### config.mk
export PLATFORM = sky130hd
export DESIGN_NAME = nr4sd_serial_decoder_flat
export DESIGN_NICKNAME = d
export VERILOG_FILES = /design/src/rtl/nr4sd_serial_decoder_if.sv /design/src/rtl/nr4sd_serial_decoder.sv /design/src/flat_wrapper.sv
export SDC_FILE = /design/constraint.sdc
export NUM_CORES = 1
export LEC_CHECK = 0
export ABC_AREA = 0
export ABC_CLOCK_PERIOD_IN_PS = 4100
export CAP_MARGIN = 30
export CORE_UTILIZATION = 40
export CTS_BUF_LIST = sky130_fd_sc_hd__clkbuf_4 sky130_fd_sc_hd__clkbuf_8
export DETAILED_ROUTE_END_ITERATION = 6
export GPL_TIMING_DRIVEN = 0
export PLACE_DENSITY_LB_ADDON = 0.08
export SLEW_MARGIN = 10
export SYNTH_ARGS = -nofsm -noshare
export SYNTH_HDL_FRONTEND = slang
export SYNTH_SLANG_ARGS = --single-unit
### constraint.sdc
create_clock -name clk -period 4.1 [get_ports clk]
set_input_delay 0.41 -clock clk [delete_from_list [all_inputs] [get_ports clk]]
set_output_delay 0.41 -clock clk [all_outputs]
set_load 0.1 [all_outputs]
### src/rtl/nr4sd_serial_decoder_if.sv
// rtl/nr4sd_serial_decoder_if.sv - digit-in / result-out handshake bundle for the NR4SD serial decoder
//
// Ports carried:
//   in_valid/in_ready            digit handshake
//   onep/onem/twop/twom          one-hot NR4SD digit lines (+1/-1/+2/-2)
//   out_valid/out_ready          result handshake
//   out_data[N-1:0]              reconstructed two's complement value
//   out_ovf/out_err              overflow and digit-legality flags
// master = digit producer / result consumer, slave = decoder.
interface nr4sd_serial_decoder_if #(
  parameter int N = 8
) ();
  logic         in_valid;
  logic         in_ready;
  logic         onep;
  logic         onem;
  logic         twop;
  logic         twom;
  logic         out_valid;
  logic         out_ready;
  logic [N-1:0] out_data;
  logic         out_ovf;
  logic         out_err;

  modport master (
    output in_valid, onep, onem, twop, twom, out_ready,
    input  in_ready, out_valid, out_data, out_ovf, out_err
  );

  modport slave (
    input  in_valid, onep, onem, twop, twom, out_ready,
    output in_ready, out_valid, out_data, out_ovf, out_err
  );
endinterface

### src/rtl/nr4sd_serial_decoder.sv
// rtl/nr4sd_serial_decoder.sv - serial NR4SD digit stream to N-bit two's complement decoder
//
// Accepts one digit per handshake, least-significant first, accumulates the
// radix-4 weighted sum and presents the value with overflow/error flags.
// Ports:
//   clk   rising-edge clock
//   rst   synchronous active-high reset
//   bus   nr4sd_serial_decoder_if.slave (digit input, result output)
// Parameters:
//   N     result width (even, >= 4); D = N/2 digits per word
//   MODE  0 = NR4SD- (non-MSD twop illegal), 1 = NR4SD+ (non-MSD twom illegal)
module nr4sd_serial_decoder #(
  parameter int N    = 8,
  parameter int MODE = 0
) (
  input  logic                  clk,
  input  logic                  rst,
  nr4sd_serial_decoder_if.slave bus
);
  localparam int D  = N / 2;
  localparam int IW = (D > 1) ? $clog2(D) : 1;
  localparam logic [IW-1:0] LAST_IDX = IW'(D - 1);

  typedef enum logic {ACC, DONE} state_t;

  state_t                state_q, state_d;
  logic [IW-1:0]         idx_q, idx_d;
  logic signed [N+1:0]   acc_q, acc_d;
  logic                  err_q, err_d;
  logic [N-1:0]          data_q, data_d;
  logic                  ovf_q, ovf_d;

  logic                  accept;
  logic                  multi;
  logic                  forbid;
  logic                  dig_err;
  logic signed [2:0]     dval;
  logic signed [N+1:0]   term;
  logic signed [N+1:0]   sum;
  logic                  err_next;

  assign accept = bus.in_valid && (state_q == ACC);

  // Digit decode: more than one line high collapses the digit to zero.
  always_comb begin
    multi = (bus.onep & bus.onem) | (bus.onep & bus.twop) | (bus.onep & bus.twom) |
            (bus.onem & bus.twop) | (bus.onem & bus.twom) | (bus.twop & bus.twom);
    dval = 3'sd0;
    if (!multi) begin
      if (bus.onep)      dval = 3'sd1;
      else if (bus.onem) dval = -3'sd1;
      else if (bus.twop) dval = 3'sd2;
      else if (bus.twom) dval = -3'sd2;
    end
    // Only the MSD may take the value that lies outside the mode's digit set.
    forbid  = (idx_q != LAST_IDX) && ((MODE == 0) ? bus.twop : bus.twom);
    dig_err = multi | forbid;
  end

  // Weighted term and running sum; N+2 bits hold any legal or illegal word.
  always_comb begin
    term     = {{(N-1){dval[2]}}, dval} <<< {idx_q, 1'b0};
    // The first digit of a word starts fresh instead of adding to the last word.
    sum      = (idx_q == '0) ? term : (acc_q + term);
    err_next = ((idx_q == '0) ? 1'b0 : err_q) | dig_err;
  end

  always_comb begin
    state_d = state_q;
    idx_d   = idx_q;
    acc_d   = acc_q;
    err_d   = err_q;
    data_d  = data_q;
    ovf_d   = ovf_q;
    case (state_q)
      ACC: begin
        if (accept) begin
          acc_d = sum;
          err_d = err_next;
          if (idx_q == LAST_IDX) begin
            state_d = DONE;
            data_d  = sum[N-1:0];
            // Fits in N signed bits only when the top three bits agree.
            ovf_d   = !((sum[N+1:N-1] == 3'b000) || (sum[N+1:N-1] == 3'b111));
          end else begin
            idx_d = idx_q + IW'(1);
          end
        end
      end
      DONE: begin
        if (bus.out_ready) begin
          state_d = ACC;
          idx_d   = '0;
        end
      end
      default: state_d = ACC;
    endcase
  end

  always_ff @(posedge clk) begin
    if (rst) begin
      state_q <= ACC;
      idx_q   <= '0;
      acc_q   <= '0;
      err_q   <= 1'b0;
      data_q  <= '0;
      ovf_q   <= 1'b0;
    end else begin
      state_q <= state_d;
      idx_q   <= idx_d;
      acc_q   <= acc_d;
      err_q   <= err_d;
      data_q  <= data_d;
      ovf_q   <= ovf_d;
    end
  end

  assign bus.in_ready  = (state_q == ACC);
  assign bus.out_valid = (state_q == DONE);
  assign bus.out_data  = data_q;
  assign bus.out_ovf   = ovf_q;
  assign bus.out_err   = err_q;
endmodule

### src/flat_wrapper.sv
// flat-port wrapper written by rule: the top's interface ports become plain ports
module nr4sd_serial_decoder_flat 
#(
  parameter int N    = 8,
  parameter int MODE = 0
)
  (clk, rst, bus_in_valid, bus_onep, bus_onem, bus_twop, bus_twom, bus_out_ready, bus_in_ready, bus_out_valid, bus_out_data, bus_out_ovf, bus_out_err);
  nr4sd_serial_decoder_if #(.N(N)) bus_i ();
  input  logic clk;
  input  logic rst;
  input wire logic [$bits(bus_i.in_valid)-1:0] bus_in_valid;
  input wire logic [$bits(bus_i.onep)-1:0] bus_onep;
  input wire logic [$bits(bus_i.onem)-1:0] bus_onem;
  input wire logic [$bits(bus_i.twop)-1:0] bus_twop;
  input wire logic [$bits(bus_i.twom)-1:0] bus_twom;
  input wire logic [$bits(bus_i.out_ready)-1:0] bus_out_ready;
  output wire logic [$bits(bus_i.in_ready)-1:0] bus_in_ready;
  output wire logic [$bits(bus_i.out_valid)-1:0] bus_out_valid;
  output wire logic [$bits(bus_i.out_data)-1:0] bus_out_data;
  output wire logic [$bits(bus_i.out_ovf)-1:0] bus_out_ovf;
  output wire logic [$bits(bus_i.out_err)-1:0] bus_out_err;
  assign bus_i.in_valid = bus_in_valid;
  assign bus_i.onep = bus_onep;
  assign bus_i.onem = bus_onem;
  assign bus_i.twop = bus_twop;
  assign bus_i.twom = bus_twom;
  assign bus_i.out_ready = bus_out_ready;
  assign bus_in_ready = bus_i.in_ready;
  assign bus_out_valid = bus_i.out_valid;
  assign bus_out_data = bus_i.out_data;
  assign bus_out_ovf = bus_i.out_ovf;
  assign bus_out_err = bus_i.out_err;
  nr4sd_serial_decoder #(.N(N), .MODE(MODE)) u_core (.clk(clk), .rst(rst), .bus(bus_i));
endmodule
==> metrics.md <==
| Metric | Value |
|---|---|
| Ports | 20 |
| Largest net degree at the start of global routing | 14 |
| Drc violations | 0 |
| Setup crit start kind | input pin |
| # port buffers | 19 |
| Crit-path max FO | 10 |
| Area share of the largest cell type after synthesis | between 20 and 30% |
| TritonCTS Sinks | 23 |
| Cell mode on critical path | nor4_1 |
| Critical Path End Type | register |
| Slowest Stage Delay on Critical Path | roughly 0.64 ns |
| Total gr overflow | 0 |
| Slowest stage cell, crit path | or4b_2 |
| Fillers | about 360 |
| Synth Register Bits | 23 |
| Post-CTS Setup Inserts | 0 |
| Layout cell share with drive strength beyond 1 | under 10% |
| Flop pwr share | approximately 45% |
| Multi-input gate area | between 0.001 and 0.0015 sq mm |
| Slew headroom | between 30% and 40% |
| Worst slew pin tran | about 0.97 ns |
| Critical path type | in2reg |
| Post-Syn Area per Cell | about 8 sq um |
| Req. time, crit path | between 4 and 5 ns |
| Sum Neg Setup Slack | 0 ns |
| Switch share | approximately 33% |
| TritonCTS Buffers | 3 |
| Worst path bufs/invs | 2 |
| Final instance area | between 0.0015 and 0.002 sq mm |
| Clock network fraction of design power | between 20% and 30% |
| Critical path arrival | between 3 and 4 ns |
| Sequential element share of the synthesized area | between 20 and 30% |
| WL/cell | between 10 and 15 um |
| XOR/XNOR Fraction of Synth Area | under 10% |
| CORE AREA | 0.00377 sq mm |
| Gate power share | ~29% |
| Root buf cell | clkbuf_8 |
| Clock Path Buffers | 2 |
| Top Family by Delay on Critical Path | simple AND/OR/NAND/NOR gates |
| Yosys cell types | 44 |
| Fmax | 269 MHz |
| Mapped Cells | 206 |
| Pint | 360 uW |
| H-tree depth | 1 |
| Count of pins over their slew limit | 0 |
| HP Class | reg2reg |
| Clk slew on worst S/H paths | 0.09 ns |
| Period utilisation layout | between 90 and 100% |
| Mux contribution to synthesized area | 3.79% |
| Initial antenna violation count | 0 |
| Die Y | ~66 um |
| Final setup viols | 0 |
| Syn Std Cell Area | ~0.0016 sq mm |
| Width of the die | roughly 66 um |
| CTS tree | built |
| Post-Synth Simple-Gate Area | between 20% and 30% |
| RSZ-0062 raised after global routing | no |
| Adder-Cell Fraction of Synth Area | about a tenth |
| Final GP Congestion | approximately 0.85 |
| Async SR Flop Fraction | 0% |
| Tmin final | about 3.7 ns |
| Hold Vio Cnt, Final | 0 |
| Worst skew pair latency | ~0.26 ns |
| Storage element area | about 460 sq um |
| Ys flop type | dfxtp_1 |
| Global-route wire length before repair | around 6300 um |
| Core Rows | 22 |
| Worst vdd ir | approximately 240 uV |
| Most common cell after layout, fill and taps aside | nor2_1 |
| Cells along the critical path | clkdlybuf4s50_1 -> clkbuf_1 -> xnor2_1 -> nor4_1 -> ha_1 -> fa_1 -> a21o_1 -> a21oi_2 -> o21ai_0 -> or4b_2 -> nand3_1 -> nor4_1 -> nor4_2 |
| Initial core utilization | between 40 and 50% |
| Largest family of logic cells by synthesized area | simple AND/OR/NAND/NOR gates |
| Synth Warn # | 0 |
| Area Growth Syn to Fin | 18.3% |
| Final hold slack | approximately 0.48 ns |
| Post-cts sizing count | 0 |
| Antenna cells | 0 |
| First drt pass iteration count | 4 |
| Via/cell ratio | between 5 and 6 |
| Via count | ~1500 |
| Die Area | between 0.004 and 0.005 sq mm |
| Leakage | roughly 0.7 nW |
| Final Skew | ~0.0035 ns |
| CTS Hold Bufs | 0 |
| Cell Area, Placed | 0.00187 sq mm |
| EDFF count, synth | 0 |
| DRT Wirelength | 3780 um |
| ANT nets after route | 0 |
| Status | finished clean |
| Mapped Nets | approximately 230 |
| GRT Total Usage | a little under a fifth |
| Most frequent cells in the layout | nor2_1 (33), dfxtp_1 (23), a21oi_1 (21) |
| Pwr/cell area | approximately 280 mW/mm^2 |
| NetSw | 179 uW |
| Vias in the first global route | 1380 |
| Initial drt markers | 85 |
| Area leader, netlist | dfxtp_1 |
| Post-synthesis compound-gate area fraction | around 23% |
| Max-cap viol count | 0 |
| Detailed placement HPWL | ~3000 um |
| Ranking of synthesized cells by area | dfxtp_1 (28%), a211oi_1 (8.8%), ha_1 (8.5%), nor2_1 (7.7%), a21oi_1 (6.5%) |
| Nets | between 200 and 300 |
==> synth_stat cells, types with 2 or more instances <==
library cell / number
nor3b_1: 2
nand3_1: 6
nor2b_1: 3
a21oi_1: 21
ha_1: 11
nor4b_1: 3
or3_1: 2
inv_1: 4
o21ai_0: 4
nand2_1: 11
a21o_1: 2
nor2_1: 33
xnor2_1: 4
xor2_1: 5
clkbuf_1: 13
dfxtp_1: 23
or2_2: 3
mux2i_1: 5
a31oi_1: 2
nor4_1: 3
a211oi_1: 19
nand2b_1: 3
o21a_1: 2
nand4_1: 2
==> cells by family (layout without fill, tap and decap cells) <==
group                    count (synthesis)  in the layout
AO/OA/AOI/OAI                           57             57
XOR/XNOR                                 9              9
flip-flops                              23             23
buffers and inverters                   19             42
AND/OR/NAND/NOR                         80             80
adder cells (fa/ha/maj)                 12             12
multiplexers                             6              6
==> final timing paths <==
kind,start,to,slack [ns],cells past startpoint
worst max-delay path,bus_onem,u_core.bus.out_ovf,0.38,13
worst max register to register,u_core.idx_q[0],u_core.bus.out_ovf,0.74,11
worst min register to register,u_core.bus.out_data[2],u_core.bus.out_data[2],0.48,2
worst min-delay path,u_core.bus.out_data[2],u_core.bus.out_data[2],0.48,2
==> layer usage <==
layer / track usage, % / vias to the layer above / part of all wire, %
met3: 4.34 / 6 / 2.8
met2: 33.1 / 15 / 50
met4: 3.80 / 0 / 0.71
li1: - / 791 / -
met5: 0 / - / 0
met1: 24.1 / 707 / 47
==> through the flow <==
stage	std cells	worst slack [ns]	utilization [%]	total power, mW
final	277	0.377	50.8	0.540
after global routing	277	0.0842	50.8	0.572
after CTS	277	0.412	50.8	0.545
after detailed placement	273	0.143	49.5	0.402
after global placement	273	0.214	49.5	0.396
after floorplan	206	0.990	-	0.363
==> state kept, by name, indices dropped and copies added, names as in the netlist <==
register,cells
u_core.acc_q,10
u_core.bus.out_data,8
u_core.bus.out_err,1
u_core.bus.out_ovf,1
u_core.bus.out_valid,1
u_core.idx_q,2
==> power by group through the flow <==
stage	logic [mW]	registers [mW]	clock network, mW
after floorplan	0.104	0.259	0
after global placement	0.150	0.247	0
after detailed placement	0.155	0.247	0
after CTS	0.155	0.242	0.148
after global routing	0.172	0.244	0.157
final	0.155	0.242	0.143
==> tightest hold or removal path, stage by stage (launching register included) <==
cell and delay (ns):
dfxtp_1 0.32, nand2_1 0.06, a21oi_1 0.06
==> cell type report <==
class                      instances  area share [%]
timing repair buffer              19            9.93
multi-input combinational        164            56.7
clock inverter                     1           0.261
buffer                            15            3.01
inverter                           4           0.784
sequential                        23            24.1
clock buffer                       3            2.16
tap                               48            3.14
(Power assumes the default switching activity.)
